[src/rtl/pipe_pkg.sv]
// rtl/pipe_pkg.sv - shared control struct and opcode/func constants for the MIPS pipeline
package pipe_pkg;

  typedef struct packed {
    logic reg_write;
    logic mem_read;
    logic mem_write;
    logic mem_to_reg;
    logic alu_src;
    logic reg_dst;
  } ctrl_t;

  localparam logic [3:0] ALU_OP_RTYPE = 4'd0;
  localparam logic [3:0] ALU_OP_ADD   = 4'd1;
  localparam logic [3:0] ALU_OP_SUB   = 4'd2;
  localparam logic [3:0] ALU_OP_LUI   = 4'd3;
  localparam logic [3:0] ALU_OP_OR    = 4'd4;

  localparam logic [5:0] FUNC_ADDU = 6'b100001;
  localparam logic [5:0] FUNC_SUBU = 6'b100011;
  localparam logic [5:0] FUNC_JR   = 6'b001000;

endpackage

[src/rtl/load_use_detect.sv]
// rtl/load_use_detect.sv - combinational load-use hazard detector between EX and ID
module load_use_detect (
  input  logic       i_ex_valid,
  input  logic       i_ex_mem_read,
  input  logic [4:0] i_ex_dest,
  input  logic       i_id_valid,
  input  logic [4:0] i_id_rs,
  input  logic [4:0] i_id_rt,
  input  logic       i_id_alu_src,
  input  logic       i_id_mem_write,
  output logic       o_hz
);

  logic w_uses_rt;
  logic w_rs_match;
  logic w_rt_match;

  // Stores read rt as the data to write even though alu_src selects the immediate.
  assign w_uses_rt  = !i_id_alu_src | i_id_mem_write;
  assign w_rs_match = (i_ex_dest == i_id_rs);
  assign w_rt_match = (i_ex_dest == i_id_rt) & w_uses_rt;

  assign o_hz = i_ex_valid & i_ex_mem_read & (i_ex_dest != 5'd0) & i_id_valid
              & (w_rs_match | w_rt_match);

endmodule

[src/rtl/id_ex_stage_reg.sv]
// rtl/id_ex_stage_reg.sv - ID/EX pipeline register with load-use stall; ID_EX_PERF_CNT_EN adds stall/bubble counters
module id_ex_stage_reg
  import pipe_pkg::*;
#(
  parameter int XLEN = 32
) (
  input  logic            clk,
  input  logic            rst,
  input  logic            id_valid,
  input  logic [XLEN-1:0] id_pc,
  input  logic [3:0]      id_alu_opcode,
  input  logic [5:0]      id_func,
  input  logic [XLEN-1:0] id_rs_data,
  input  logic [XLEN-1:0] id_rt_data,
  input  logic [XLEN-1:0] id_imm,
  input  logic [4:0]      id_rs,
  input  logic [4:0]      id_rt,
  input  logic [4:0]      id_rd,
  input  logic [5:0]      id_ctrl,
  input  logic            flush,
  input  logic            mem_stall,
  output logic            stall_id,
  output logic            ex_valid,
  output logic [XLEN-1:0] ex_pc,
  output logic [XLEN-1:0] ex_rs_data,
  output logic [XLEN-1:0] ex_rt_data,
  output logic [XLEN-1:0] ex_imm,
  output logic [3:0]      ex_alu_opcode,
  output logic [5:0]      ex_func,
  output logic [4:0]      ex_rs,
  output logic [4:0]      ex_rt,
  output logic [4:0]      ex_dest,
  output logic [5:0]      ex_ctrl
`ifdef ID_EX_PERF_CNT_EN
  ,
  output logic [31:0]     stall_cnt,
  output logic [31:0]     bubble_cnt
`endif
);

  ctrl_t           w_id_ctrl;
  logic            w_hz;
  logic            w_bubble;

  logic            r_ex_valid;
  logic [XLEN-1:0] r_ex_pc;
  logic [XLEN-1:0] r_ex_rs_data;
  logic [XLEN-1:0] r_ex_rt_data;
  logic [XLEN-1:0] r_ex_imm;
  logic [3:0]      r_ex_alu_opcode;
  logic [5:0]      r_ex_func;
  logic [4:0]      r_ex_rs;
  logic [4:0]      r_ex_rt;
  logic [4:0]      r_ex_dest;
  ctrl_t           r_ex_ctrl;

  assign w_id_ctrl = ctrl_t'(id_ctrl);

  load_use_detect u_load_use_detect (
    .i_ex_valid     (r_ex_valid),
    .i_ex_mem_read  (r_ex_ctrl.mem_read),
    .i_ex_dest      (r_ex_dest),
    .i_id_valid     (id_valid),
    .i_id_rs        (id_rs),
    .i_id_rt        (id_rt),
    .i_id_alu_src   (w_id_ctrl.alu_src),
    .i_id_mem_write (w_id_ctrl.mem_write),
    .o_hz           (w_hz)
  );

  // A flush wins over the hazard so IF is free to fetch the redirect target.
  assign stall_id = mem_stall | (w_hz & !flush);
  assign w_bubble = flush | w_hz | !id_valid;

  always_ff @(posedge clk or posedge rst) begin
    if (rst) begin
      r_ex_valid      <= 1'b0;
      r_ex_pc         <= '0;
      r_ex_rs_data    <= '0;
      r_ex_rt_data    <= '0;
      r_ex_imm        <= '0;
      r_ex_alu_opcode <= '0;
      r_ex_func       <= '0;
      r_ex_rs         <= '0;
      r_ex_rt         <= '0;
      r_ex_dest       <= '0;
      r_ex_ctrl       <= '0;
    end else if (!mem_stall) begin
      r_ex_pc      <= id_pc;
      r_ex_rs_data <= id_rs_data;
      r_ex_rt_data <= id_rt_data;
      r_ex_imm     <= id_imm;
      r_ex_rs      <= id_rs;
      r_ex_rt      <= id_rt;
      if (w_bubble) begin
        r_ex_valid      <= 1'b0;
        r_ex_alu_opcode <= ALU_OP_RTYPE;
        r_ex_func       <= '0;
        r_ex_dest       <= '0;
        r_ex_ctrl       <= '0;
      end else begin
        r_ex_valid      <= 1'b1;
        r_ex_alu_opcode <= id_alu_opcode;
        r_ex_func       <= id_func;
        r_ex_dest       <= w_id_ctrl.reg_dst ? id_rd : id_rt;
        r_ex_ctrl       <= w_id_ctrl;
      end
    end
  end

`ifdef ID_EX_PERF_CNT_EN
  logic [31:0] r_stall_cnt;
  logic [31:0] r_bubble_cnt;

  always_ff @(posedge clk or posedge rst) begin
    if (rst) begin
      r_stall_cnt  <= '0;
      r_bubble_cnt <= '0;
    end else if (!mem_stall) begin
      if (w_hz && !flush && (r_stall_cnt != 32'hFFFF_FFFF))
        r_stall_cnt <= r_stall_cnt + 32'd1;
      if (w_bubble && (r_bubble_cnt != 32'hFFFF_FFFF))
        r_bubble_cnt <= r_bubble_cnt + 32'd1;
    end
  end

  assign stall_cnt  = r_stall_cnt;
  assign bubble_cnt = r_bubble_cnt;
`endif

  assign ex_valid      = r_ex_valid;
  assign ex_pc         = r_ex_pc;
  assign ex_rs_data    = r_ex_rs_data;
  assign ex_rt_data    = r_ex_rt_data;
  assign ex_imm        = r_ex_imm;
  assign ex_alu_opcode = r_ex_alu_opcode;
  assign ex_func       = r_ex_func;
  assign ex_rs         = r_ex_rs;
  assign ex_rt         = r_ex_rt;
  assign ex_dest       = r_ex_dest;
  assign ex_ctrl       = r_ex_ctrl;

endmodule

[config.mk]
export PLATFORM = sky130hd
export DESIGN_NAME = id_ex_stage_reg
export DESIGN_NICKNAME = d
export VERILOG_FILES = /design/src/rtl/pipe_pkg.sv /design/src/rtl/load_use_detect.sv /design/src/rtl/id_ex_stage_reg.sv
export SDC_FILE = /design/constraint.sdc
export NUM_CORES = 1
export LEC_CHECK = 0
export ABC_CLOCK_PERIOD_IN_PS = 17040
export CAP_MARGIN = 20
export CORE_AREA = 2 2 129 131
export DETAILED_ROUTE_END_ITERATION = 8
export DIE_AREA = 0 0 131 133
export GPL_TIMING_DRIVEN = 0
export PLACE_DENSITY = 0.76
export SLEW_MARGIN = 25
export SYNTH_ARGS = -nofsm -noshare
export SYNTH_HDL_FRONTEND = slang
export SYNTH_SLANG_ARGS = --single-unit
[constraint.sdc]
create_clock -name clk -period 17.04 [get_ports clk]
set_clock_uncertainty 0.1 [all_clocks]
set_input_delay 3.408 -clock clk [delete_from_list [all_inputs] [get_ports clk]]
set_output_delay 3.408 -clock clk [all_outputs]
set_load 0.01 [all_outputs]
Yosys cells after proc, flatten, opt, wreduce, memory -nomap -nowiden
Cells that the tools add are included.
- input port bits: 164
- logic and storage cells: 39
- output and inout port bits: 161
- register bits: 160
- reduce and logical (&&, ||, !) cells: 4
- bitwise gates (word level): 11
- equal/unequal tests: 2
- mux-type cells: 6
- operator list (operator ; count):
    $mux 6 ; 2
    $eq 5x5->1 ; 2
    $mux 5 ; 2
    $and 1x1->1 ; 6
    $or 1x1->1 ; 5
    $reduce_bool 5->1 ; 1
    $mux 4 ; 1
    $logic_not 1->1 ; 3
    $mux 1 ; 1

Logic depth before layout (Yosys ltp)
- word-level depth: 8
- mapped depth: 6

Modules after synthesis
Synthesis repeated with hierarchy kept, for this count alone.
- cell total of the unflattened synthesis: 368
- area total of the unflattened synthesis: 6120.9 um2
- by module, submodules not included (module ; times used ; sequential area each (um2) ; area an instance (um2) ; cells each):
    id_ex_stage_reg ; 1 ; 4003.8 ; 5984.5 ; 350
    load_use_detect ; 1 ; 0.0 ; 136.4 ; 18

Worst setup path before layout
Ideal clock, no wire load.
- path kind: input -> output
- start: in id_rt[3]
- end: out stall_id
- arrival: 4320 ps
- buffers on the path: 1
- stages on the path: 5
- setup slack: 9212 ps
- cells stage by stage: xnor2_1 > nand4_1 > o22ai_1 > buf_2 > a21o_1
- longest elaborated chain between the ends: 6
- ends and longest elaborated chain (item ; RTL line ; RTL):
    from (decl) ; id_ex_stage_reg.sv:17 ; input logic [4:0] id_rt,
    $eq 5x5->1 ; load_use_detect.sv:21 ; assign w_rt_match = (i_ex_dest == i_id_rt) & w_uses_rt;
    $and 1x1->1 ; load_use_detect.sv:21 ;
    $or 1x1->1 ; load_use_detect.sv:24 ; & (w_rs_match | w_rt_match);
    $and 1x1->1 ; load_use_detect.sv:24 ;
    $and 1x1->1 ; id_ex_stage_reg.sv:72 ; assign stall_id = mem_stall | (w_hz & !flush);
    $or 1x1->1 ; id_ex_stage_reg.sv:72 ;
    to (decl) ; id_ex_stage_reg.sv:22 ; output logic stall_id,
No other way between the ends.

Final worst setup path
- start: in id_rt[0]
- end: out stall_id
The elaborated chain is that of the path after synthesis.

==> flow_summary.json <==
{
  "status": "finished, final reports clean",
  "setup_viol": 0,
  "drc": 0,
  "cts.path.max_buffers": 2,
  "path_common_cell": "clkdlybuf4s50_1",
  "ios": 325,
  "cts_hold_buf": 0,
  "ys_warn_count": 0,
  "final_cell_mix": "clkdlybuf4s50_1 (322), dfrtp_1 (160), mux2_2 (143), clkbuf_16 (17)",
  "vias": 4832,
  "place_hpwl_um": 13900,
  "hold-path-cell-count": 2,
  "crit_arrival_ns": 5.60,
  "p_per_area_nw_per_um2": 99.5,
  "ys_types": 25,
  "min_period_over_period_pct": 53.4,
  "area_growth_syn_to_layout_pct": 65.6,
  "wl_per_cell_um": 18.1,
  "reg2reg_setup_slack_ns": 15.07,
  "clk_latency_ns": 0.41,
  "place_congestion": 0.853,
  "dp_slack_ns": 7.95,
  "multi_input_area_um2": 2180,
  "postCtsSetupRepairBufs": 0,
  "synthCells": 419,
  "drive_gt1_share_pct": 26.0,
  "overflow": 0,
  "place_inst": 962,
  "crit_path_start_kind": "input pin",
  "path_buf_inv": 3,
  "numCtsBuffers": 17,
  "instances_no_fill": 994,
  "dieArea_um2": 17400,
  "drtAntennaViolNets": 0,
  "firstDrtPassIters": 4,
  "fin_util_pct": 64.9,
  "cts_root_buf": "clkbuf_16",
  "clkSinkCount": 160,
  "period_minus_slack_ns": 9.10,
  "setup_ws_ns": 7.94,
  "syn_nets": 583,
  "final_max_slew_viol_count": 0,
  "hold_path_end": "ex_alu_opcode[0]",
  "grt_pass1_wl_um": 27600,
  "grt_pass1_vias": 5219,
  "max_stage_delay_ns": 0.57,
  "synth-seq-cells": 160,
  "ir_drop_v": 0.0000595,
  "rsz0062_at_grt": "no",
  "synth_area_um2": 6340,
  "rr_worst_depth": 5,
  "worstPathCellList": "clkdlybuf4s50_1 -> xnor2_1 -> nand4_1 -> o22ai_1 -> buf_2 -> a21o_1 -> clkdlybuf4s50_1",
  "core_um2": 16200,
  "fin_tns_setup_ns": 0,
  "fillers": 1192,
  "wl_um": 18000,
  "criticalPathCategory": "in2out",
  "cts_tree": "done",
  "cp.required_ns": 13.53,
  "die_w_um": 131,
  "num_rows": 47,
  "diodes": 0,
  "final_common_cell": "clkdlybuf4s50_1",
  "grt_max_degree": 82,
  "synthTopCellsByArea": "dfrtp_1 (63%), mux2_2 (25%), a32oi_1 (2.2%), xnor2_1 (1.4%), o21ai_0 (1.3%)",
  "seq_area_um2": 4000,
  "clkTransAtPathRegs_ns": 0.06,
  "r2r_end": "ex_func[0]",
  "yosysSeqAreaShare_pct": 63.2,
  "nets": 925,
  "ctsResizeCount": 0,
  "initial_utilization_pct": 39.2,
  "antenna_found_initial": 0,
  "die_h_um": 133,
  "grt_util_all_layers_pct": 20.9,
  "worstMarginPinSlew_ns": 0.593,
  "first_iter_violations": 137,
  "slowest_stage": "clkdlybuf4s50_1",
  "yosysTopAreaCellShare_pct": 63.2,
  "relSlewSlack_pct": 60.5,
  "htree_levels": 4,
  "holdCritStartpoint": "ex_alu_opcode[0]",
  "max_cap_viol_count": 0,
  "critical_path_peak_fanout": 10,
  "regToRegStartpoint": "ex_dest[0]",
  "via_per_inst": 4.86,
  "fmax_mhz": 110,
  "portBuffers": 322,
  "p_leak_nw": 4.25,
  "crit_path_end_kind": "output pin",
  "cp_top_family": "buffers and inverters",
  "yosysTopAreaCell": "dfrtp_1",
  "hp-class": "reg2reg",
  "syn_avg_cell_area_um2": 15.1,
  "hold_violations": 0
}
-- kinds of logic (layout without fill, tap and decap cells) --
| logic type | Yosys count | after routing | share of synthesized area [%] |
|---|---|---|---|
| flops | 160 | 160 | 63.2 |
| mux | 143 | 143 | 25.4 |
| compound gates | 53 | 53 | 6.10 |
| buf+inv | 32 | 387 | 2.49 |
| simple gates | 21 | 21 | 1.48 |
| xor+xnor | 10 | 10 | 1.38 |
-- cells in the mapped netlist --
cell	count
nand2_1	16
o22ai_1	1
nor2_1	1
a21oi_1	5
dfrtp_1	160
o21ai_1	1
buf_4	1
nand4_1	1
nand3_1	1
xnor2_1	10
o31ai_1	1
clkbuf_1	9
a21oi_2	5
or4_4	1
nor3b_1	1
o2111ai_4	1
mux2_2	143
buf_1	2
inv_1	3
o21ai_0	16
a22oi_1	6
buf_6	2
a32oi_1	16
a21o_1	1
buf_2	15
-- sequential cells by signal (all words and copies together) (netlist names) --
| register | count |
|---|---|
| ex_imm | 32 |
| ex_pc | 32 |
| ex_rs_data | 32 |
| ex_rt_data | 32 |
| ex_ctrl | 6 |
| ex_func | 6 |
| ex_dest | 5 |
| ex_rs | 5 |
| ex_rt | 5 |
| ex_alu_opcode | 4 |
| ex_valid | 1 |
-- final cells by class --
type | instances | area share, %
multi-input combinational | 227 | 20.8
clock inverter | 11 | 1.45
tap | 220 | 2.62
timing repair buffer | 323 | 31.0
sequential | 160 | 38.1
inverter | 3 | 0.179
clock buffer | 21 | 4.48
buffer | 29 | 1.39
-- per-layer routing --
layer	GRT usage, %	vias up	wire length, um
li1	-	2183	-
met1	23.3	2368	6460
met2	35.1	248	9120
met3	8.41	33	1910
met4	8.69	0	478
met5	0	-	0
-- where the power goes --
part / switching, W / total [W] / leakage, nW / internal [W]
Sequential: 0.0000215 / 0.000439 / 1.90 / 0.000418
Clock: 0.000154 / 0.000398 / 0.296 / 0.000243
Combinational: 0.0000758 / 0.000208 / 2.06 / 0.000132
Total: 0.000252 / 0.00104 / 4.25 / 0.000793
-- worst register-to-register path, stage by stage (launching register included) --
cell      delay, ns
dfrtp_1        0.57
xnor2_1        0.17
nand4_1        0.11
o22ai_1        0.36
clkbuf_1       0.35
o21ai_0        0.18
-- how the worst max path moves through the flow --
stage / start / end / slack (ns) / cells past startpoint
final: id_rt[0] / stall_id / 7.94 / 7
after global placement: rst / ex_rt_data[23] / 7.31 / 2
after detailed placement: id_rt[0] / stall_id / 7.95 / 7
after floorplan: rst / ex_alu_opcode[0] / 9.21 / 1
after global routing: id_rt[1] / stall_id / 7.81 / 7
after CTS: id_rt[0] / stall_id / 7.94 / 7
-- stage by stage --
step / instance area (um2) / hold slack (ns) / power (W)
6_report: 10500 / 0.392 / 0.00104
3_5_place_dp: 9870 / 0.380 / 0.000656
5_1_grt: 10500 / 0.417 / 0.00109
4_1_cts: 10500 / 0.394 / 0.00106
3_3_place_gp: 9840 / 0.373 / 0.000648
2_1_floorplan: 6340 / 0.422 / 0.000520
(Power assumes the default switching activity.)
